## src/rtl/mmio_timer.sv

```systemverilog
// mmio_timer: memory-mapped 32-bit timer with prescaler, compare match and level interrupt.
// Register map (Address): 0 CTRL {PENDING(W1C), IE, AUTO_RELOAD, EN}, 1 PRESCALE,
// 2 COMPARE, 3 COUNT.
// Ports:
//   clock      - single I/O clock
//   reset_n    - asynchronous active-low reset
//   Read/Write - access requests, held high until Ack (both high is a write)
//   Address    - register select
//   DataIn     - write data
//   DataOut    - read data, captured from the pre-write value on acceptance
//   Ack        - registered handshake acknowledge
//   Interrupt  - registered level interrupt, PENDING AND IE
module mmio_timer #(
    parameter int unsigned PRESCALE_WIDTH = 16
) (
    input  logic        clock,
    input  logic        reset_n,
    input  logic        Read,
    input  logic        Write,
    input  logic [1:0]  Address,
    input  logic [31:0] DataIn,
    output logic [31:0] DataOut,
    output logic        Ack,
    output logic        Interrupt
);
    localparam int unsigned DATA_W = 32;
    localparam int unsigned PW     = PRESCALE_WIDTH;

    localparam logic [1:0] ADDR_CTRL     = 2'd0;
    localparam logic [1:0] ADDR_PRESCALE = 2'd1;
    localparam logic [1:0] ADDR_COMPARE  = 2'd2;
    localparam logic [1:0] ADDR_COUNT    = 2'd3;

    typedef enum logic {
        IDLE = 1'b0,
        ACK  = 1'b1
    } state_t;

    typedef struct packed {
        logic ie;
        logic auto_reload;
        logic en;
    } ctrl_t;

    state_t              state, state_next;
    ctrl_t               ctrl, ctrl_next;
    logic                pending, pending_next;
    logic [PW-1:0]       prescale, prescale_next;
    logic [PW-1:0]       pcnt, pcnt_next;
    logic [DATA_W-1:0]   compare, compare_next;
    logic [DATA_W-1:0]   count, count_next;
    logic [DATA_W-1:0]   data_out_next;
    logic                ack_next, irq_next;
    logic                accept_c, wr_c, tick_c, match_c;

    // State and output registers
    always_ff @(posedge clock or negedge reset_n) begin
        if (!reset_n) begin
            state     <= IDLE;
            ctrl      <= '0;
            pending   <= 1'b0;
            prescale  <= '0;
            pcnt      <= '0;
            compare   <= '0;
            count     <= '0;
            DataOut   <= '0;
            Ack       <= 1'b0;
            Interrupt <= 1'b0;
        end else begin
            state     <= state_next;
            ctrl      <= ctrl_next;
            pending   <= pending_next;
            prescale  <= prescale_next;
            pcnt      <= pcnt_next;
            compare   <= compare_next;
            count     <= count_next;
            DataOut   <= data_out_next;
            Ack       <= ack_next;
            Interrupt <= irq_next;
        end
    end

    // Handshake, register access and timer next-state logic
    always_comb begin
        state_next    = state;
        ctrl_next     = ctrl;
        pending_next  = pending;
        prescale_next = prescale;
        pcnt_next     = pcnt;
        compare_next  = compare;
        count_next    = count;
        data_out_next = DataOut;

        // One access per handshake: only the IDLE->ACK edge touches registers
        accept_c = (state == IDLE) && (Read || Write);
        wr_c     = accept_c && Write;
        tick_c   = ctrl.en && (pcnt == prescale);
        match_c  = tick_c && (count == compare);

        case (state)
            IDLE:    if (Read || Write)   state_next = ACK;
            ACK:     if (!Read && !Write) state_next = IDLE;
            default: state_next = IDLE;
        endcase

        if (accept_c) begin
            case (Address)
                ADDR_CTRL:     data_out_next = DATA_W'({pending, ctrl.ie, ctrl.auto_reload, ctrl.en});
                ADDR_PRESCALE: data_out_next = DATA_W'(prescale);
                ADDR_COMPARE:  data_out_next = compare;
                default:       data_out_next = count;
            endcase
        end

        if (ctrl.en) begin
            pcnt_next = tick_c ? '0 : pcnt + PW'(1);
        end

        if (tick_c) begin
            count_next = (match_c && ctrl.auto_reload) ? '0 : count + DATA_W'(1);
        end

        if (wr_c) begin
            case (Address)
                ADDR_CTRL: begin
                    ctrl_next = ctrl_t'(DataIn[2:0]);
                    if (DataIn[3]) pending_next = 1'b0;
                end
                ADDR_PRESCALE: begin
                    prescale_next = DataIn[PW-1:0];
                    pcnt_next     = '0;
                end
                ADDR_COMPARE: compare_next = DataIn;
                default:      count_next   = DataIn;
            endcase
        end

        // A match on the same edge as a clear must not be lost
        if (match_c) pending_next = 1'b1;

        ack_next = (state_next == ACK);
        irq_next = pending_next && ctrl_next.ie;
    end

endmodule

```

## config.mk

```make
export PLATFORM = sky130hd
export DESIGN_NAME = mmio_timer
export DESIGN_NICKNAME = d
export VERILOG_FILES = /design/src/rtl/mmio_timer.sv
export SDC_FILE = /design/constraint.sdc
export NUM_CORES = 1
export LEC_CHECK = 0
export CAP_MARGIN = 40
export CORE_AREA = 5 5 118 120
export DETAILED_ROUTE_END_ITERATION = 12
export DIE_AREA = 0 0 123 125
export MAX_ROUTING_LAYER = met4
export PLACE_DENSITY = 0.8
export SYNTH_ARGS = -nofsm -noshare
export SYNTH_HDL_FRONTEND = slang
export SYNTH_SLANG_ARGS = --single-unit
```

## constraint.sdc

```tcl
create_clock -name clock -period 2.7 [get_ports clock]
set_clock_uncertainty 0.15 [all_clocks]
set_input_delay 0.81 -clock clock [delete_from_list [all_inputs] [get_ports clock]]
set_output_delay 0.81 -clock clock [all_outputs]
set_load 0.01 [all_outputs]
```

## Word level (Yosys, flattened, before mapping)

Cells that the tools add are included.

- Word-level logic and storage cells: 51
- Register bits: 134
- Input bits: 38
- Output and inout bits: 34

- Mux-type cells: 18
- Reduce and logical (&&, ||, !) cells: 15
- Eq/ne operators: 4
- Bitwise operators: 1
- $add $sub $neg: 2

Operators with widths:

| kind | number |
|---|---|
| 32-bit two-way mux | 4 |
| 32-bit one-hot mux with 3 select lines | 1 |
| 16-bit two-way mux | 4 |
| 32-bit by 1-bit adder with 32-bit output (second input constant) | 1 |
| 32-bit equality test | 1 |
| 16-bit by 1-bit adder with 16-bit output (second input constant) | 1 |
| 16-bit equality test | 1 |
| 1-bit logical AND | 7 |
| 1-bit two-way mux | 6 |
| 3-bit two-way mux | 2 |
| 2-bit AND reduction | 3 |
| 3-bit OR reduction | 1 |
| 2-bit by 1-bit equality test with 1-bit output (second input constant) | 1 |
| 2-bit equality test (second input constant) | 1 |
| 1-bit logical NOT | 2 |
| 2-bit logical NOT | 1 |
| 1-bit one-hot mux with 2 select lines | 1 |
| 1-bit logical OR | 1 |
| 1-bit inverter | 1 |

## Logic depth before layout (Yosys ltp)

Gate-level depths: netlist (run 1).

- Depth after elaboration: 8
- Mapped depth: 8
- Depth with buffers taken out: 6

## Worst setup path after synthesis (run 1)

OpenSTA, ideal clock, no wires.

- Kind: input to register
- Start point: input port Address[1]
- End point: register prescale[10]
- Data required time: 2.425 ns
- Library setup time: 0.125 ns
- Arrival: 2.198 ns
- Slack: 0.227 ns
- Path buffers: 3
- Stages: 5
- Path through: clkbuf_1 -> nor4bb_1 -> clkbuf_1 -> buf_2 -> mux2_2

- Longest elaborated chain between the ends: 2

RTL lines:

| item | RTL line | source |
|---|---|---|
| from (decl) | 20 | `input logic [1:0] Address,` |
| 2-bit by 1-bit equality test with 1-bit output | 124 | `case (Address)` |
| 2-bit AND reduction (no line) | - |  |
| to (signal assigned) | 73 | `prescale <= prescale_next;` |
| to (decl) | 48 | `logic [PW-1:0] prescale, prescale_next;` |

No other way between the ends.
A chain may end at the register's enable or synchronous reset.

## Worst setup path after layout (run 1)

- Start point: register prescale[5]
- End point: register Interrupt

- Longest elaborated chain between the ends: 5

RTL lines:

| item | RTL line | source |
|---|---|---|
| 16-bit equality test | 97 | `tick_c = ctrl.en && (pcnt == prescale);` |
| 1-bit logical AND | 97 |  |
| 1-bit logical AND | 98 | `match_c = tick_c && (count == compare);` |
| 1-bit two-way mux | 139 | `if (match_c) pending_next = 1'b1;` |
| via pending_next | 47 | `logic pending, pending_next;` |
| 1-bit logical AND | 142 | `irq_next = pending_next && ctrl_next.ie;` |
| via irq_next | 53 | `logic ack_next, irq_next;` |
| to (signal assigned) | 79 | `Interrupt <= irq_next;` |
| to (decl) | 24 | `output logic Interrupt` |

The timed path passes the listed nets, and every way through them passes these cells.

==> results of run 1 <==
==> logic make-up (layout without fill, tap and decap cells) <==
family / after synthesis / after routing
fa+ha+maj: 2 / 2
xor+xnor: 85 / 85
mux: 86 / 86
simple gates: 226 / 226
flops: 134 / 134
compound gates: 89 / 89
buf+inv: 51 / 136
==> flip-flops by register name (all words and copies together), names as in the netlist <==
register / count
pcnt: 16
pending: 1
DataOut: 32
ctrl: 3
compare: 32
state: 1
prescale: 16
Interrupt: 1
count: 32
==> cells in the mapped netlist (2+ instances only) <==
cell type / n
o21ai_0: 19
nor4bb_1: 2
buf_2: 10
nand2_1: 63
o21ai_1: 16
buf_1: 6
nor3_1: 21
o21ai_2: 8
mux2_1: 15
nand2b_1: 4
clkbuf_1: 21
and4_1: 4
or3_1: 3
mux2_2: 51
nor4_1: 11
xor2_1: 54
dfrtp_1: 134
mux4_2: 4
a21oi_1: 6
and4_2: 2
nand3b_1: 4
mux2i_1: 16
and3_1: 5
a22o_1: 17
nand4b_1: 2
ha_1: 2
xnor2_1: 31
and2_1: 3
o211ai_1: 5
nor2_1: 43
nand4_1: 17
nor4_2: 11
or4_1: 2
buf_4: 10
buf_6: 2
a22oi_1: 12
nand3_1: 16
or2_1: 2
==> area by class of cell <==
cell class,count,area share
clock inverters,12,0.0197
well taps,176,0.0247
inverters,1,0.000421
clock buffers,20,0.0524
repair buffers,103,0.114
multi-input cells,488,0.412
flip-flops and latches,134,0.376
==> layout by cell type (no fill, tap or decap), types with 5 or more instances in the layout <==
cell type	Yosys	final
dfrtp_1	134	134
clkdlybuf4s50_1	0	69
nand2_1	63	63
xor2_1	54	54
mux2_2	51	51
nor2_1	43	43
xnor2_1	31	31
buf_4	10	27
nor3_1	21	21
o21ai_0	19	19
nand4_1	17	17
a22o_1	17	17
clkbuf_16	0	17
nand3_1	16	16
o21ai_1	16	16
mux2i_1	16	16
mux2_1	15	15
a22oi_1	12	12
nor4_1	11	11
nor4_2	11	11
o21ai_2	8	8
a21oi_1	6	6
clkinvlp_4	0	6
buf_12	0	6
and3_1	5	5
o211ai_1	5	5
==> per-layer routing <==
layer  share of wire  wire [um]
met5               0          0
met4           0.036        663
met3           0.063       1150
met2            0.50       9110
met1            0.40       7350
==> worst min-delay path by stage <==
stage	depth (start not counted)	slack [ps]	to	start
2_1_floorplan	1	330	pending	pending
3_3_place_gp	2	320	DataOut[7]	DataOut[7]
3_5_place_dp	2	330	DataOut[9]	DataOut[9]
4_1_cts	2	240	DataOut[24]	reset_n
5_1_grt	2	270	DataOut[24]	reset_n
6_report	2	240	DataOut[25]	reset_n
==> what timing repair did <==
item / CTS / global route
resized for setup: 0 / 1
hold buffers: 0 / 0
endpoints found under the setup margin: 0 / 12
==> power by group through the flow <==
stage	Sequential (mW)	Clock [mW]	Combinational, mW
final	2.92	2.51	1.71
after global routing	2.98	2.62	1.86
after CTS	2.91	2.53	1.71
after detailed placement	2.94	0	1.69
after global placement	2.91	0	1.65
after floorplan	2.81	0	1.12
==> summary by stage, run 1 <==
Critical path
The category of the most critical setup path is reg -> reg. The signal on the critical path passes through xor2_1 -> nor4_1 -> nand2_1 -> buf_4 -> nor2_1 -> buf_4 -> a22o_1 -> and2_1. The worst register-to-register path ends at Interrupt. In this run the worst path has a maximum fanout of 22.

The critical path starts at prescale[5]. The slowest stage of the critical path belongs to the cell nor4_1. The number of cells traversed by the worst register-to-register path is 8. The slack of the worst reg-to-reg path is 130 ps. The end point of the critical path is Interrupt. Data arrives at the worst endpoint at 2770 ps. STA classifies the critical path startpoint as a flop.

The worst setup path is captured at a flop. The launch point of the worst reg-to-reg path is prescale[5]. The critical path contains buffers and inverters numbering 2 combined. Among the stages of the critical path, the cell type that occurs most often is buf_4. In this run the number of cells on the critical path is 8.

The critical path required time is 2900 ps. For this run, the slowest stage of the critical path takes 450 ps. The cell family contributing the most delay on the critical path is simple AND/OR/NAND/NOR gates.

Timing
The transition at the pin with the smallest max-transition slack is 925 ps. Of the available clock period, the critical path in the final layout requires 0.951. The post-route setup TNS is 0 ps.

The count of pins over their slew limit is 0. The relative slew slack is 0.382. Setup repair after global routing left no endpoint under its margin. Subtracting the final worst setup slack from the clock period gives 2570 ps. Setup violations remaining at the end of the flow were counted as 0. The final number of hold-violating endpoints is 0. The worst path meets setup with 133 ps of slack. Based on the critical path, the design can be clocked at up to 390 MHz. Final hold analysis gives a worst-case slack of 243 ps.

Global route
The first-pass GRT wire length is 30000 um. For this run, global-route usage on met1 was measured as 0.323. The via count of the first global-routing pass is 5807.

In the global route stage, met2 resource usage came out at 0.403. The pin count of the biggest net entering global routing is 82. The most utilized layer in the global route result is met2. Across every metal layer, demand over resource in global routing totals 0.257.

The total congestion overflow is 0. The initial antenna violation count is 0. The global routing met3 resource utilization is 0.0528.

Placement
Summing all placed instances gives a cell area of 8260 um2. The count of input and output buffers is 71. The placer's final routability congestion estimate is 0.919. The final HPWL from detailed placement is 13000 um. The number of placed instances, taps included, is 902. The worst setup slack after placement is -145 ps.

Min path
The classification of the worst-slack hold path is in -> async.

Synthesis
Measured against the total synthesized area, the mux share comes to 0.137. The number of warnings reported in the yosys synthesis log is 0. The post-synthesis async set-or-reset flop share is 1.00. The most used flip-flop cell after synthesis is dfrtp_1.

Synthesis produced a netlist with a net count of 713. The mapped cell area is 7250 um2. Yosys attributes the largest share of cell area to dfrtp_1, mux2_2, xor2_1. The top-area cell type share of the netlist area is 0.463. Of the total synthesized cell area, the portion taken by full adders, half adders and majority gates is 0.00345. The simple-gate share of the synthesized area is 0.175. The proportion of synthesized chip area in sequential cells is 0.463. The synthesized design contains 134 register bits. A synthesized cell averages 10.8 um2. The dominant combinational cell family by area after synthesis is simple AND/OR/NAND/NOR gates. Of the total synthesized cell area, the portion taken by XOR and XNOR cells is 0.103. dfrtp_1 takes more of the synthesized area than any other cell. In this run, distinct cell masters in the synthesized netlist total 57. The synthesized design contains 0 enable-type register cells. The cell count after synthesis is 673. The post-synthesis compound-gate area fraction is 0.0825.

Finish
The share of post-route cells with drive strength above 1 is 0.202. The non-filler instance count after layout is 934. In the final design database the tool counted 785 nets. The finished cells cover 8910 um2. The area of the multi-input gates is 3670 um2.

The sequential cells in the finished layout cover a total of 3350 um2. The area growth from synthesis to final layout is 22.9%. Counting the fill cells in the layout gives 939. The number of diodes is 0. At the end of the flow the core is filled with cells to 0.692.

Clocking
The tree is rooted in a clkbuf_16. TritonCTS built the clock tree. The number of setup buffers added after CTS is 0. The clock passes through at most 2 buffers.

The H-tree was split into 4 levels. The clock latency reported for the late side of the worst-skew pair is 420 ps. The number of buffers created by CTS is 17. The sink count of the clock tree is 134. The clock-pin transition on the worst setup and hold timing paths is 60 ps.

Power
The power share of the clock group is 0.351. The internal power of the cells is 4.92 mW. The cell leakage power is 3.64 nW.

The analysis attributes to net switching a power of 2.22 mW. Power spread over the standard cell area amounts to 801 nW/um2. The worst supply voltage drop on vdd is 0.489 mV. Of the total power, registers draw 0.409. The combinational power share is 0.240.

The fraction of power spent switching nets is 0.311. The total power after layout is 7.14 mW.

Run status
The run finished with clean final reports.

Route
After detailed routing, the number of remaining DRC violations is 0. The via density per instance is 6.00. The count of vias placed by the detailed router is 5601.

The detailed-route wire length is 18300 um. The DRC violation total after the first TritonRoute iteration is 437. In this run the remaining antenna-violating nets after routing total 0. The mean routed wirelength per cell is 19.6 um. The pre-antenna-repair detailed-routing pass consisted of 5 iterations.

Floorplan
The die is 123 um wide. The full die area is 15400 um2. The height of the die is 125 um.

The initial cell density of the core is 0.563. The area of the core is 12900 um2. During I/O placement, the number of pins put on the boundary was 72. Row generation in the floorplan step produced 42 rows.

Run
Max-cap violations in this run came to 0.
Power figures use the tool's default switching activity.
==> inputs of run 2 (changes only) <==
--- a/config.mk
+++ b/config.mk
@@ -14,3 +14,4 @@
 export SYNTH_ARGS = -nofsm -noshare
 export SYNTH_HDL_FRONTEND = slang
 export SYNTH_SLANG_ARGS = --single-unit
+export TNS_END_PERCENT = 1
==> results of run 2 <==
No change in the layout: final DEF, timing and power equal those of run 1.
